<file path="src/rtl/if_id_pkg.sv">
// Shared types for the IF/ID fetch queue: the queued entry layout and the bubble encoding.
package if_id_pkg;

  localparam int IFQ_XLEN = 32;
  localparam int IFQ_ILEN = 32;

  localparam logic [IFQ_ILEN-1:0] NOP_INSTR = 32'h0;

  typedef struct packed {
    logic [IFQ_XLEN-1:0] pc;
    logic [IFQ_ILEN-1:0] instr;
    logic                btb_taken;
    logic                bht_taken;
    logic [IFQ_XLEN-1:0] pred_target;
  } fetch_entry_t;

endpackage

</file>
<file path="src/rtl/if_id_fetch_queue_storage.sv">
// Entry array for the fetch queue: one synchronous write port and one combinational read port.
module ifq_storage
  import if_id_pkg::*;
#(
  parameter int DEPTH = 4
) (
  input  logic                     clk,
  input  logic                     we,
  input  logic [$clog2(DEPTH)-1:0] waddr,
  input  fetch_entry_t             wdata,
  input  logic [$clog2(DEPTH)-1:0] raddr,
  output fetch_entry_t             rdata
);

  fetch_entry_t mem [DEPTH];

  // Contents carry no reset; validity is tracked entirely by the pointers and count.
  always_ff @(posedge clk) begin
    if (we) mem[waddr] <= wdata;
  end

  assign rdata = mem[raddr];

endmodule

</file>
<file path="src/rtl/if_id_fetch_queue.sv">
// DEPTH-entry IF/ID fetch queue: tracks one in-flight 1-cycle imem read, queues it with its
// prediction metadata and presents the head to ID as a zero bubble when nothing is valid.
module if_id_fetch_queue
  import if_id_pkg::*;
#(
  parameter int DEPTH = 4,
  parameter int XLEN  = IFQ_XLEN,
  parameter int ILEN  = IFQ_ILEN
) (
  input  logic                       clk,
  input  logic                       rst_n,
  input  logic                       flush,
  input  logic                       req_valid,
  output logic                       req_ready,
  input  logic [XLEN-1:0]            req_pc,
  input  logic                       req_btb_taken,
  input  logic                       req_bht_taken,
  input  logic [XLEN-1:0]            req_pred_target,
  input  logic [ILEN-1:0]            imem_rdata,
  output logic                       id_valid,
  input  logic                       id_ready,
  output logic [XLEN-1:0]            id_pc,
  output logic [ILEN-1:0]            id_instr,
  output logic                       id_btb_taken,
  output logic                       id_bht_taken,
  output logic [XLEN-1:0]            id_pred_target,
  output logic [$clog2(DEPTH+1)-1:0] count
);

  localparam int PW = $clog2(DEPTH);
  localparam int CW = $clog2(DEPTH+1);

  logic [PW-1:0]   rd_ptr;
  logic [PW-1:0]   wr_ptr;
  logic [CW:0]     occ;
  logic            acc;
  logic            wr_en;
  logic            deq;

  logic            pend_vld_p1;
  logic [XLEN-1:0] pend_pc_p1;
  logic            pend_btb_p1;
  logic            pend_bht_p1;
  logic [XLEN-1:0] pend_tgt_p1;

  fetch_entry_t    wr_entry;
  fetch_entry_t    head;

  // The in-flight read counts as occupied so its write always has a slot.
  assign occ       = {1'b0, count} + {{CW{1'b0}}, pend_vld_p1};
  assign req_ready = ~flush & (occ < (CW+1)'(DEPTH));
  assign acc       = req_valid & req_ready;
  assign wr_en     = pend_vld_p1 & ~flush;
  assign id_valid  = (count != '0) & ~flush;
  assign deq       = id_valid & id_ready;

  // ---- stage p0 -> p1: capture request metadata while imem performs the read ----
  always_ff @(posedge clk) begin
    if (acc) begin
      pend_pc_p1  <= req_pc;
      pend_btb_p1 <= req_btb_taken;
      pend_bht_p1 <= req_bht_taken;
      pend_tgt_p1 <= req_pred_target;
    end
  end

  always_ff @(posedge clk or negedge rst_n) begin
    if (!rst_n) begin
      pend_vld_p1 <= 1'b0;
      wr_ptr      <= '0;
      rd_ptr      <= '0;
      count       <= '0;
    end else if (flush) begin
      pend_vld_p1 <= 1'b0;
      wr_ptr      <= '0;
      rd_ptr      <= '0;
      count       <= '0;
    end else begin
      pend_vld_p1 <= acc;
      if (wr_en) wr_ptr <= wr_ptr + 1'b1;
      if (deq)   rd_ptr <= rd_ptr + 1'b1;
      count <= count + CW'(wr_en) - CW'(deq);
    end
  end

  // ---- stage p1 -> queue: join metadata with the returning instruction word ----
  always_comb begin
    wr_entry             = '0;
    wr_entry.pc          = pend_pc_p1;
    wr_entry.instr       = imem_rdata;
    wr_entry.btb_taken   = pend_btb_p1;
    wr_entry.bht_taken   = pend_bht_p1;
    wr_entry.pred_target = pend_tgt_p1;
  end

  ifq_storage #(.DEPTH(DEPTH)) u_storage (
    .clk   (clk),
    .we    (wr_en),
    .waddr (wr_ptr),
    .wdata (wr_entry),
    .raddr (rd_ptr),
    .rdata (head)
  );

  always_comb begin
    id_pc          = '0;
    id_instr       = NOP_INSTR;
    id_btb_taken   = 1'b0;
    id_bht_taken   = 1'b0;
    id_pred_target = '0;
    if (id_valid) begin
      id_pc          = head.pc;
      id_instr       = head.instr;
      id_btb_taken   = head.btb_taken;
      id_bht_taken   = head.bht_taken;
      id_pred_target = head.pred_target;
    end
  end

endmodule

</file>
<file path="config.mk">
export PLATFORM = sky130hd
export DESIGN_NAME = if_id_fetch_queue
export DESIGN_NICKNAME = d
export VERILOG_FILES = /design/src/rtl/if_id_pkg.sv /design/src/rtl/if_id_fetch_queue_storage.sv /design/src/rtl/if_id_fetch_queue.sv
export SDC_FILE = /design/constraint.sdc
export NUM_CORES = 1
export LEC_CHECK = 0
export ABC_AREA = 1
export CAP_MARGIN = 20
export CORE_ASPECT_RATIO = 1.25
export CORE_MARGIN = 1.5
export CORE_UTILIZATION = 55
export CTS_CLUSTER_DIAMETER = 100
export DETAILED_ROUTE_END_ITERATION = 16
export PLACE_DENSITY = 0.78
export RECOVER_POWER = 50
export SLEW_MARGIN = 10
export SYNTH_ARGS = -nofsm -noshare
export SYNTH_HDL_FRONTEND = slang
export SYNTH_SLANG_ARGS = --single-unit
</file>
<file path="constraint.sdc">
create_clock -name clk -period 15.68 [get_ports clk]
set_input_delay 3.136 -clock clk [delete_from_list [all_inputs] [get_ports clk]]
set_output_delay 3.136 -clock clk [all_outputs]
set_load 0.02 [all_outputs]
</file>
# After elaboration in Yosys (flattened, before gate mapping)
# Memory sizes are Yosys's and may differ from the RTL's.
# Cells that the tools add are included.
[classes] n_addsub=5 order_cmp=1 mux=13 bitwise_logic=6 n_reduce_logical=3
[ops] cell="32-bit two-way mux" n=3
[ops] cell="2-bit two-way mux" n=4
[ops] cell="1-bit AND" n=5
[ops] cell="1-bit two-way mux" n=5
[ops] cell="2-bit by 1-bit adder with 2-bit output, second input constant" n=2
[ops] cell="3-bit by 1-bit adder with 4-bit output" n=1
[ops] cell="4-bit by 3-bit < comparator with 1-bit output, second input constant" n=1
[ops] cell="2-bit nonzero test" n=2
[ops] cell="3-bit by 1-bit adder with 3-bit output" n=1
[ops] cell="3-bit two-way mux" n=1
[ops] cell="3-bit nonzero test" n=1
[ops] cell="3-bit by 1-bit subtractor with 3-bit output" n=1
[ops] cell="1-bit inverter" n=1
[word_totals] register_bits=74 ram_bits=392 inputBits=103 out_inout_bits=103 memories=1
[mem_list] name="u_storage.mem" depth=4 word_bits=98 read_ports=1 rd_ports_with_merged_regs=0 wr=1 line_no="if_id_fetch_queue_storage.sv:15" source="fetch_entry_t mem [DEPTH];"

# Depth between registers and ports, before layout
[depth] word_depth=5 ltp_mapped=11 ltp_nobuf=11

# By module
# From an unflattened synthesis, not the netlist that was laid out.
[unflattened] cells_unflattened=1874 area_unflattened_um2=19728.9
[by_module_without_submodules] module="ifq_storage" instances=1 cells_each=1543 area_per_inst_um2=16487.1 seq_area_each_um2=11771.3
[by_module_without_submodules] module="if_id_fetch_queue" instances=1 cells_each=331 area_per_inst_um2=3241.9 seq_area_each_um2=2182.1

# Least setup slack after synthesis
# No wires, ideal clock.
[synth_timing] path_kind="input to register" startpoint="input port flush" endpoint="memory u_storage.mem[0][0] (netlist bit) (enable)" arrival_time_ns=7.730 setup_slack_ns=7.394 path_stages=4 n_path_buf=1 cell_sequence="inv_1 clkbuf_1 nand2_1 nor2_1"
[synth_between] elab_chain_cells=4
[synth_lines] element="from (decl)" line_no="if_id_fetch_queue.sv:12" source="input logic flush,"
[synth_lines] element="1-bit inverter" line_no="if_id_fetch_queue.sv:53" source="assign wr_en = pend_vld_p1 & ~flush;"
[synth_lines] element="1-bit AND" line_no="if_id_fetch_queue.sv:53"
[synth_lines] element="1-bit two-way mux" line_no="if_id_fetch_queue_storage.sv:19" source="if (we) mem[waddr] <= wdata;"
[synth_lines] element="1-bit two-way mux (implied by the code)" line_no="if_id_fetch_queue_storage.sv:19"
[synth_lines] element="to (decl)" line_no="if_id_fetch_queue_storage.sv:15"
# No other way between the ends.

# Worst setup path after layout
[layout_timing] startpoint="input port flush" endpoint="output port id_pred_target[2]"
[layout_between] elab_chain_cells=3
[layout_lines] element="1-bit inverter" line_no="if_id_fetch_queue.sv:54" source="assign id_valid = (count != '0) & ~flush;"
[layout_lines] element="1-bit AND" line_no="if_id_fetch_queue.sv:54"
[layout_lines] element="32-bit two-way mux" line_no="if_id_fetch_queue.sv:111" source="if (id_valid) begin"
[layout_lines] element="to (decl)" line_no="if_id_fetch_queue.sv:26" source="output logic [XLEN-1:0] id_pred_target,"
# No other way between the ends.

==> flow_summary.yaml <==
timing:
  final-setup-viol-count: 0
  rsz0062_at_grt: "false"
  finalMaxSlewViolations: 64
  setup_tns_ns: 0
  relSlewSlack_pct: -98.4
  max_slew.worst_pin.slew_ns: 2.97
  fin_skew_ns: 0.0145
  hold_slack_ns: 0.491
  finalHoldViolCount: 0
  max_freq_mhz: 110
  post-route-min-period_ns: 9.06
  fin_crit_sh_pct: 57.8
synth:
  synth_cell_types: 19
  synth.ff_latch_count: 466
  yosys_warnings: 0
  syn_avg_cell_area_um2: 12.8
  syn_nets: 1502
  seq_area_frac_synth_pct: 78.1
  synth_area_mm2: 0.0179
  yosys.area.top_type: "edfxtp_1"
  synth_top_area_share_pct: 77.0
  syn_inst: 1391
  synth_area_leaders: "edfxtp_1 77%, nand2_1 8.5%, nor2_1 4.3%"
clock_tree:
  ctsHoldBuffers: 0
  cts_buffer_depth: 3
  htreeDepth: 2
  cts_made_buffers: 44
  clk_pin_slew_worst_paths_ns: 0.06
  cts_setup_buffers: 0
  clockRootBuffer: "clkbuf_16"
  cts.sinks: 466
  clkLatencyLatePin_ns: 0.54
  cts_resized: 0
  cts_tree: "done"
global_route:
  antenna_found_initial: 8
  overflow: 0
  grtUsageTotal_pct: 21.8
  grt_pass1_wl_um: 55600
  grt_max_degree: 105
  grt_pass1_vias: 10600
status:
  violations: "max-capacitance violations, max-slew violations"
  status: "complete, but fails checks"
worst_setup_path:
  r2r_cells: 7
  critical_path.startpoint_type: "primary input"
  cp_top_family: "buffers and inverters"
  required_ns: 12.54
  path_cells: "dlygate4sd3_1, inv_1, nand2_4, buf_4, a21oi_1, clkdlybuf4s50_1"
  crit_path_end_kind: "primary output"
  crit_type: "primary input to primary output"
  arrival_ns: 5.92
  r2r-end: "pend_pc_p1[1]"
  worst-path-max-fanout: 50
  r2r_slack_ns: 11.40
  slowest_stage: "clkdlybuf4s50_1"
  reg2reg_from: "count[1]"
  critical_path.max_stage_delay_ns: 0.68
  worst-path-buf-inv: 4
route:
  drc: 0
  wl_per_cell_um: 18.0
  initialDrtViolationCount: 999
  viasPerCell: 5.37
  vias: 10900
  first_pass_iters: 6
  ant_nets: 0
  drt_wl_total_um: 36700
power_and_ir_drop:
  p_leak_nw: 7.81
  power_density_mw_per_mm2: 145
  total_power_mw: 3.13
  ir_worst_vdd_v: 0.000109
final_layout:
  postLayoutCoreUtil_pct: 67.7
  n_fill_cell: 2178
  mostFrequentLayoutCells: "458 x edfxtp_1, 404 x nand2_1, 205 x nor2_1, 103 x dlygate4sd3_1, 102 x clkdlybuf4s50_1"
  drive_gt1_share_pct: 4.89
  nNetsFinal: 1692
  mostFrequentLayoutCell: "edfxtp_1"
  areaGrowthSynthToFinish_pct: 20.8
hold_path:
  hold_path_class: "flip-flop to flip-flop"
  hp-start: "pend_pc_p1[17]"
  holdPathEnd: "u_storage.mem[0][83]"
  whs_path_depth: 0
floorplanning:
  die_h_um: 205
  rows: 73
  core_mm2: 0.0319
  fp.dieArea_mm2: 0.0336
  pin_count: 206
  dieWidth_um: 164
  start_util_pct: 56.1
job:
  max-cap-violations: 3
placed_design:
  portBuffers: 205
  place_hpwl_um: 20600
  globalplace.congestion: 0.777
-- synth_stat cells --
cell type  number
ha_1            7
buf_6           5
buf_2          46
a21oi_1        99
fa_1            1
inv_2           2
o21ai_0       101
nor2_1        207
or2_2           1
nand4_1         2
nand2_1       404
inv_1          19
buf_1           9
buf_4           1
dfrtp_1         8
clkbuf_1       14
nand3_1         6
nand2_2         1
edfxtp_1      458
-- routing by layer --
layer / vias to the layer above / track usage (%) / wire [um]
li1: 5202 / - / -
met1: 5276 / 27.0 / 14300
met2: 371 / 38.5 / 19000
met3: 74 / 3.99 / 2350
met4: 4 / 6.82 / 942
met5: - / 0 / 27
-- final cells by class --
cell class	count	area [um^2]	area share [%]
diodes	7	17.5	0.0812
well taps	412	515	2.39
clock buffers	58	1180	5.49
inverters	21	88.8	0.412
clock inverters	21	181	0.841
multi-input cells	829	3480	16.1
repair buffers	219	2160	10.0
flip-flops and latches	466	14000	64.7
-- sequential cells by signal, summed over array words and instances (netlist names) --
signal,count
pend_tgt_p1,32
pend_pc_p1,32
pend_vld_p1,1
u_storage.mem,392
count,3
rd_ptr,2
wr_ptr,2
pend_btb_p1,1
pend_bht_p1,1
-- report_power, final --
part | internal, mW | leakage [nW] | switching [mW]
Sequential | 1.43 | 4.26 | 0.0354
Combinational | 0.222 | 2.89 | 0.436
Clock | 0.581 | 0.661 | 0.425
Total | 2.23 | 7.81 | 0.896
-- how the worst max path moves through the flow --
| stage | depth (start not counted) | from | to |
|---|---|---|---|
| 2_1_floorplan | 4 | flush | u_storage.mem[0][0] |
| 3_3_place_gp | 6 | flush | id_pred_target[13] |
| 3_5_place_dp | 6 | flush | id_pred_target[24] |
| 4_1_cts | 6 | flush | id_pred_target[2] |
| 5_1_grt | 6 | flush | id_pred_target[2] |
| 6_report | 6 | flush | id_pred_target[2] |
-- cell families (layout without fill, tap and decap cells) --
group / Yosys count / count (layout) / share of synthesized area, %
fa+ha+maj: 8 / 8 / 0.602
buf+inv: 96 / 319 / 2.57
flops: 466 / 466 / 78.1
compound gates: 200 / 200 / 5.60
simple gates: 621 / 621 / 13.1
other cells: 0 / 7 / 0
-- worst register-to-register path, delay by kind of cell (launching register included) --
family	cells	cell delay [ns]
simple gates	4	2.38
buf+inv	2	0.83
flops	1	0.45
fa+ha+maj	1	0.23
-- metrics by stage --
step	instance area, um^2	std cells	setup WS, ns
5_1_grt	21600	2029	6.45
3_3_place_gp	20200	1947	6.92
6_report	21600	2033	6.62
4_1_cts	21600	2026	6.76
3_5_place_dp	20200	1947	6.79
2_1_floorplan	17900	1391	7.39
Note: power is estimated with default switching activity, not from simulation.
